--- src/rtl/l2_way_array_if.sv ---
// l2_way_array_if
//   Bus between an L2 cache controller and the tag/valid/dirty/LRU way array.
//
//   Valid/ready contract: the array accepts read and load only in cycles where
//   ready is high. In those cycles, a read sampled high on a rising edge
//   produces dataout one edge later. A load sampled high writes on that same
//   edge. While ready is low, read, load and flush are ignored and dataout
//   holds its value.
//
//   Signals (the master is the controller, the slave is the array):
//     flush   m->s  1                  request a clearing sweep of every entry
//     ready   s->m  1                  array accepts read/load
//     read    m->s  1                  capture a read of rindex
//     rindex  m->s  s_index            read set index
//     load    m->s  num_ways           per-way write enable
//     windex  m->s  s_index            write set index
//     wmask   m->s  width/gran         lane enables for datain
//     datain  m->s  width              write data, shared by all ways
//     dataout s->m  num_ways*width     registered read data, way w at [w*width +: width]
interface l2_way_array_if #(
   parameter int s_index  = 3,
   parameter int width    = 32,
   parameter int num_ways = 4,
   parameter int gran     = 8
);
   localparam int num_lanes = width / gran;

   logic                        flush;
   logic                        ready;
   logic                        read;
   logic [s_index-1:0]          rindex;
   logic [num_ways-1:0]         load;
   logic [s_index-1:0]          windex;
   logic [num_lanes-1:0]        wmask;
   logic [width-1:0]            datain;
   logic [num_ways*width-1:0]   dataout;

   modport master (
      output flush, read, rindex, load, windex, wmask, datain,
      input  ready, dataout
   );

   modport slave (
      input  flush, read, rindex, load, windex, wmask, datain,
      output ready, dataout
   );
endinterface

--- src/rtl/l2_way_array.sv ---
// l2_way_array
//   Multi-way register array holding L2 tag, valid, dirty and LRU state.
//   There are num_ways independent ways of 2**s_index entries each. All ways
//   share one read index and one write index. Each way has its own write
//   enable, and writes are masked in gran-bit lanes. Reads are registered. A
//   read that hits the set being written in the same cycle returns the merged
//   post-write value. After reset or a flush, a sweep clears one set per cycle
//   across all ways. ready is low until the sweep finishes.
//
//   Ports:
//     clk        clock
//     rst        synchronous active-high reset
//     bus        slave side of l2_way_array_if (flush, ready, read, rindex,
//                load, windex, wmask, datain, dataout)
//     dbg_sweep  1 while the FSM is in SWEEP (0 in IDLE)
//     dbg_ctr    current sweep counter
//
//   width must be a multiple of gran.
module l2_way_array #(
   parameter int s_index  = 3,
   parameter int width    = 32,
   parameter int num_ways = 4,
   parameter int gran     = 8
) (
   input  logic                clk,
   input  logic                rst,
   l2_way_array_if.slave       bus,
   output logic                dbg_sweep,
   output logic [s_index-1:0]  dbg_ctr
);
   localparam int num_sets  = 2 ** s_index;
   localparam int num_lanes = width / gran;

   typedef enum logic {
      SWEEP = 1'b0,
      IDLE  = 1'b1
   } state_t;

   state_t               state;
   state_t               state_next;
   logic [s_index-1:0]   ctr;
   logic [s_index-1:0]   ctr_next;

   logic [width-1:0]           mem     [num_ways][num_sets];
   logic [width-1:0]           merged  [num_ways];
   logic [width-1:0]           rd_data [num_ways];
   logic [num_ways*width-1:0]  dataout_q;

   // ---------------------------------------------------------------- FSM
   always_ff @(posedge clk) begin
      if (rst) begin
         state <= SWEEP;
         ctr   <= '0;
      end else begin
         state <= state_next;
         ctr   <= ctr_next;
      end
   end

   always_comb begin
      state_next = state;
      ctr_next   = ctr;
      case (state)
         SWEEP: begin
            // The counter wraps to 0 on the last set. That edge is also
            // the SWEEP -> IDLE transition, so ctr is 0 again for the next sweep.
            ctr_next = ctr + 1'b1;
            if (ctr == {s_index{1'b1}}) begin
               state_next = IDLE;
            end
         end
         IDLE: begin
            if (bus.flush) begin
               state_next = SWEEP;
               ctr_next   = '0;
            end
         end
         default: begin
            state_next = SWEEP;
            ctr_next   = '0;
         end
      endcase
   end

   // ready is a function of the registered state, so it is itself glitch-free
   // and low from the first edge of reset until the sweep finishes.
   assign bus.ready = (state == IDLE);
   assign dbg_sweep = (state == SWEEP);
   assign dbg_ctr   = ctr;

   // ------------------------------------------------- write merge / read mux
   // merged[w] is the value entry[w][windex] would hold after a masked write.
   // It drives the array write port and also the same-index read bypass.
   // With an all-zero mask it is the unchanged old value.
   always_comb begin
      for (int w = 0; w < num_ways; w++) begin
         merged[w] = mem[w][bus.windex];
         for (int l = 0; l < num_lanes; l++) begin
            if (bus.wmask[l]) begin
               merged[w][l*gran +: gran] = bus.datain[l*gran +: gran];
            end
         end
         if (bus.load[w] && (bus.rindex == bus.windex)) begin
            rd_data[w] = merged[w];
         end else begin
            rd_data[w] = mem[w][bus.rindex];
         end
      end
   end

   // ------------------------------------------------------------ storage
   // The array has no reset of its own; the sweep that follows reset clears it.
   always_ff @(posedge clk) begin
      if (!rst) begin
         if (state == SWEEP) begin
            for (int w = 0; w < num_ways; w++) begin
               mem[w][ctr] <= '0;
            end
         end else begin
            // A load that coincides with flush still lands here. The sweep
            // that starts on this edge then clears it.
            for (int w = 0; w < num_ways; w++) begin
               if (bus.load[w]) begin
                  mem[w][bus.windex] <= merged[w];
               end
            end
         end
      end
   end

   // ------------------------------------------------------------ read port
   always_ff @(posedge clk) begin
      if (rst) begin
         dataout_q <= '0;
      end else if ((state == IDLE) && bus.read) begin
         for (int w = 0; w < num_ways; w++) begin
            dataout_q[w*width +: width] <= rd_data[w];
         end
      end
   end

   assign bus.dataout = dataout_q;

endmodule

--- src/flat_wrapper.sv ---
// flat-port wrapper written by rule: the top's interface ports become plain ports
module l2_way_array_flat 
#(
   parameter int s_index  = 3,
   parameter int width    = 32,
   parameter int num_ways = 4,
   parameter int gran     = 8
)
  (clk, rst, dbg_sweep, dbg_ctr, bus_flush, bus_read, bus_rindex, bus_load, bus_windex, bus_wmask, bus_datain, bus_ready, bus_dataout);
  l2_way_array_if #(.s_index(s_index), .width(width), .num_ways(num_ways), .gran(gran)) bus_i ();
  input  logic clk;
  input  logic rst;
  output logic dbg_sweep;
  output logic [s_index-1:0] dbg_ctr;
  input wire logic [$bits(bus_i.flush)-1:0] bus_flush;
  input wire logic [$bits(bus_i.read)-1:0] bus_read;
  input wire logic [$bits(bus_i.rindex)-1:0] bus_rindex;
  input wire logic [$bits(bus_i.load)-1:0] bus_load;
  input wire logic [$bits(bus_i.windex)-1:0] bus_windex;
  input wire logic [$bits(bus_i.wmask)-1:0] bus_wmask;
  input wire logic [$bits(bus_i.datain)-1:0] bus_datain;
  output wire logic [$bits(bus_i.ready)-1:0] bus_ready;
  output wire logic [$bits(bus_i.dataout)-1:0] bus_dataout;
  assign bus_i.flush = bus_flush;
  assign bus_i.read = bus_read;
  assign bus_i.rindex = bus_rindex;
  assign bus_i.load = bus_load;
  assign bus_i.windex = bus_windex;
  assign bus_i.wmask = bus_wmask;
  assign bus_i.datain = bus_datain;
  assign bus_ready = bus_i.ready;
  assign bus_dataout = bus_i.dataout;
  l2_way_array #(.s_index(s_index), .width(width), .num_ways(num_ways), .gran(gran)) u_core (.clk(clk), .rst(rst), .bus(bus_i), .dbg_sweep(dbg_sweep), .dbg_ctr(dbg_ctr));
endmodule
--- config.mk ---
export PLATFORM = sky130hd
export DESIGN_NAME = l2_way_array_flat
export DESIGN_NICKNAME = d
export VERILOG_FILES = /design/src/rtl/l2_way_array_if.sv /design/src/rtl/l2_way_array.sv /design/src/flat_wrapper.sv
export SDC_FILE = /design/constraint.sdc
export NUM_CORES = 2
export LEC_CHECK = 0
export ABC_CLOCK_PERIOD_IN_PS = 3100
export CELL_PAD_IN_SITES_DETAIL_PLACEMENT = 0
export CELL_PAD_IN_SITES_GLOBAL_PLACEMENT = 2
export CORE_UTILIZATION = 30
export CTS_CLUSTER_DIAMETER = 100
export DETAILED_ROUTE_END_ITERATION = 8
export DONT_BUFFER_PORTS = 1
export GPL_ROUTABILITY_DRIVEN = 0
export HOLD_SLACK_MARGIN = 0.02
export PLACE_DENSITY = 0.58
export SYNTH_ARGS = -nofsm -noshare
export SYNTH_HDL_FRONTEND = slang
export SYNTH_SLANG_ARGS = --single-unit
--- constraint.sdc ---
create_clock -name clk -period 3.1 [get_ports clk]
set_input_delay 0.155 -clock clk [delete_from_list [all_inputs] [get_ports clk]]
set_output_delay 0.155 -clock clk [all_outputs]
set_load 0.02 [all_outputs]
==> out/metrics.cfg <==
[run_status]
status=complete, but fails checks
violations=DRC

[detailed_routing]
dr.pass1.iters=8
drt-initial-drc-count=4701
ant_nets=0
wl_mm=262
post_drt_wl_per_cell_microns=37.5
wl_met3_mm=20.8
vias_per_cell=5.92
top_layer=met5
vias=41200
drc=20
drt-met1-wl_mm=105
wl_met2_mm=125

[synth]
synth_edf_count=1024
synth_cells=4300
ys.flop_type=edfxtp_1
synth_fp_nets=4352
avgSynthCellArea_sq_um=13.3
async_reset_ff_frac=0
synth-seq-cells=1156
synth_area_leaders=edfxtp_1 (54%), mux4_2 (11%), nor2_1 (6.9%)
synth_top_area_share=0.539
synthesis.area_sq_um=57000
yosys.area.top_type=edfxtp_1
ys_warn_count=0
synth_cell_types=66
yosysSeqAreaShare=0.586

[cts]
cts.path.max_buffers=3
tritoncts=built
clkTransAtPathRegs_ps=60
clk_latency_ps=790
cts.sinks=1156
htree_levels=4
cts_root_buf=clkbuf_16
post-cts-setup-buffer-count=0
cts_resized=0
cts_buffers=139

[final_layout]
layout_common_cells=nor2_1 (1047), edfxtp_1 (1024), mux2i_1 (311), mux4_2 (270), a221oi_1 (214)
final_layout_size_suffix_gt1_frac=0.197
mostFrequentLayoutCell=nor2_1
fin_area_sq_um=66600
nets=4400
syn_to_final_growth_pct=16.8

[global_route]
grt_pass1_vias=41300
grt_max_degree=260
grt_usage=0.268
antenna_found_initial=15
grt_overflow_total=0
grt_first_pass_wirelength_mm=352

[sta]
finalSetupViolCount=0
worst_pin_slew_ps=1330
period_share=0.970
report.final.slew_viol_count=0
finalHoldViolations=0
setup_tns_ps=0
grt_setup_unrepaired=false
slew_headroom=0.117
layout_min_cycle_time_ps=3010
fmax_mhz=333
fin_skew_ps=27.7

[power]
swShare=0.243
peakVddDrop_mv=0.556
p_int_mw=28.7
power_density_nw_per_um2=569
p_clk_frac=0.453
p_seq_frac=0.455
power_frac_comb=0.092
p_leak_nw=23.5
switching_power_mw=9.21

[flow_run]
max-cap-violations=0

[critical_path]
r2r_start=u_core.bus.ready
critical_path.endpoint_type=flip-flop
path_class=flip-flop to flip-flop
critPathLaunch=u_core.bus.ready
cp_max_fo=25
cp.required_ps=3830
start_kind=flip-flop
arrival_ps=3740

[placement]
place_hpwl_mm=132
post_dp_cell_area_sq_um=60200
io_buffers=0

[floorplan]
core-area_sq_um=188000
die_w_microns=438
ioPinCount=183
dieHeight_microns=438
initial_core_util=0.303
dieArea_sq_um=192000
num_rows=159

[worst_hold_path]
min_from=bus_wmask[1]
hold_path_class=primary input to flip-flop

==> power by group through the flow <==
stage,registers [mW],logic (mW),clock network (mW)
final,17.2,3.47,17.2
after global routing,17.3,3.57,18.0
after CTS,17.2,3.43,17.4
after detailed placement,17.6,2.98,0
after global placement,17.6,2.98,0
after floorplan,17.5,2.12,0
==> logic make-up (layout without fill, tap and decap cells) <==
kind of cell | Yosys count | after routing | share of synthesized area
and+or+nand+nor | 1406 | 1406 | 0.100
DFF | 1156 | 1156 | 0.586
AOI/OAI and AO/OA | 708 | 708 | 0.106
muxes | 619 | 619 | 0.169
buffers and inverters | 406 | 571 | 0.0378
xor gates and xnor gates | 3 | 3 | 0.000461
adders and majority gates | 2 | 2 | 0.000439
other | 0 | 12 | 0
==> what timing repair did <==
item                                    CTS  global route
endpoints found under the setup margin    0             1
hold buffers                            146             0
endpoints found under the hold margin   956             0
==> synthesized netlist by cell type, types with 49 or more instances <==
library cell,n
nor2_1,1048
edfxtp_1,1024
mux2i_1,311
mux4_2,270
a221oi_1,214
nand2_1,189
buf_2,178
o22ai_1,173
clkbuf_1,134
dfxtp_1,132
a22oi_1,65
o221ai_1,62
buf_4,49
==> routing by layer <==
metal | vias up | GRT usage
met4 | 4 | 0.122
met5 | - | 0
met1 | 22000 | 0.340
met3 | 426 | 0.0550
li1 | 16800 | -
met2 | 2002 | 0.437
==> sequential cells by signal, summed over array words and instances, names as in the netlist <==
name,count
u_core.mem,1024
u_core.dbg_ctr,3
u_core.bus.ready,1
u_core.bus.dataout,128
==> metrics by stage <==
step	util	cells	hold slack [ps]	total power [mW]	worst slack (ps)
CTS	0.354	6961	21.4	38.0	61.5
floorplan	-	4300	369	19.6	345
global route	0.354	6968	79.3	38.8	27.9
detailed placement	0.320	6557	234	20.5	710
finish	0.354	6972	76.8	37.9	94.5
global placement	0.320	6557	234	20.5	755
==> final cells by class <==
class	count	area (sq um)
antenna	12	30.0
multi-input combinational	2738	21700
inverter	4	16.3
timing repair buffer	309	3600
fill	18400	122000
clock inverter	46	619
clock buffer	212	4120
tap	2495	3120
sequential	1156	33400
==> worst max-delay path: stages, from the launching register on <==
cell and delay, ps:
dfxtp_1 340, buf_4 210, and2_1 300, and2_1 170
buf_4 460, nand4_1 170, dlygate4sd3_1 610, a21oi_1 120
dlygate4sd3_1 560
==> worst paths after layout <==
check | to | slack (ps) | cells after the start
worst max-delay path | u_core.bus.dataout[20] | 90 | 8
worst min-delay path | u_core.bus.dataout[79] | 80 | 4
worst max register to register | u_core.bus.dataout[20] | 90 | 8
worst min register to register | u_core.bus.dataout[32] | 620 | 2
No activity file was read; power rests on OpenSTA's default activity.
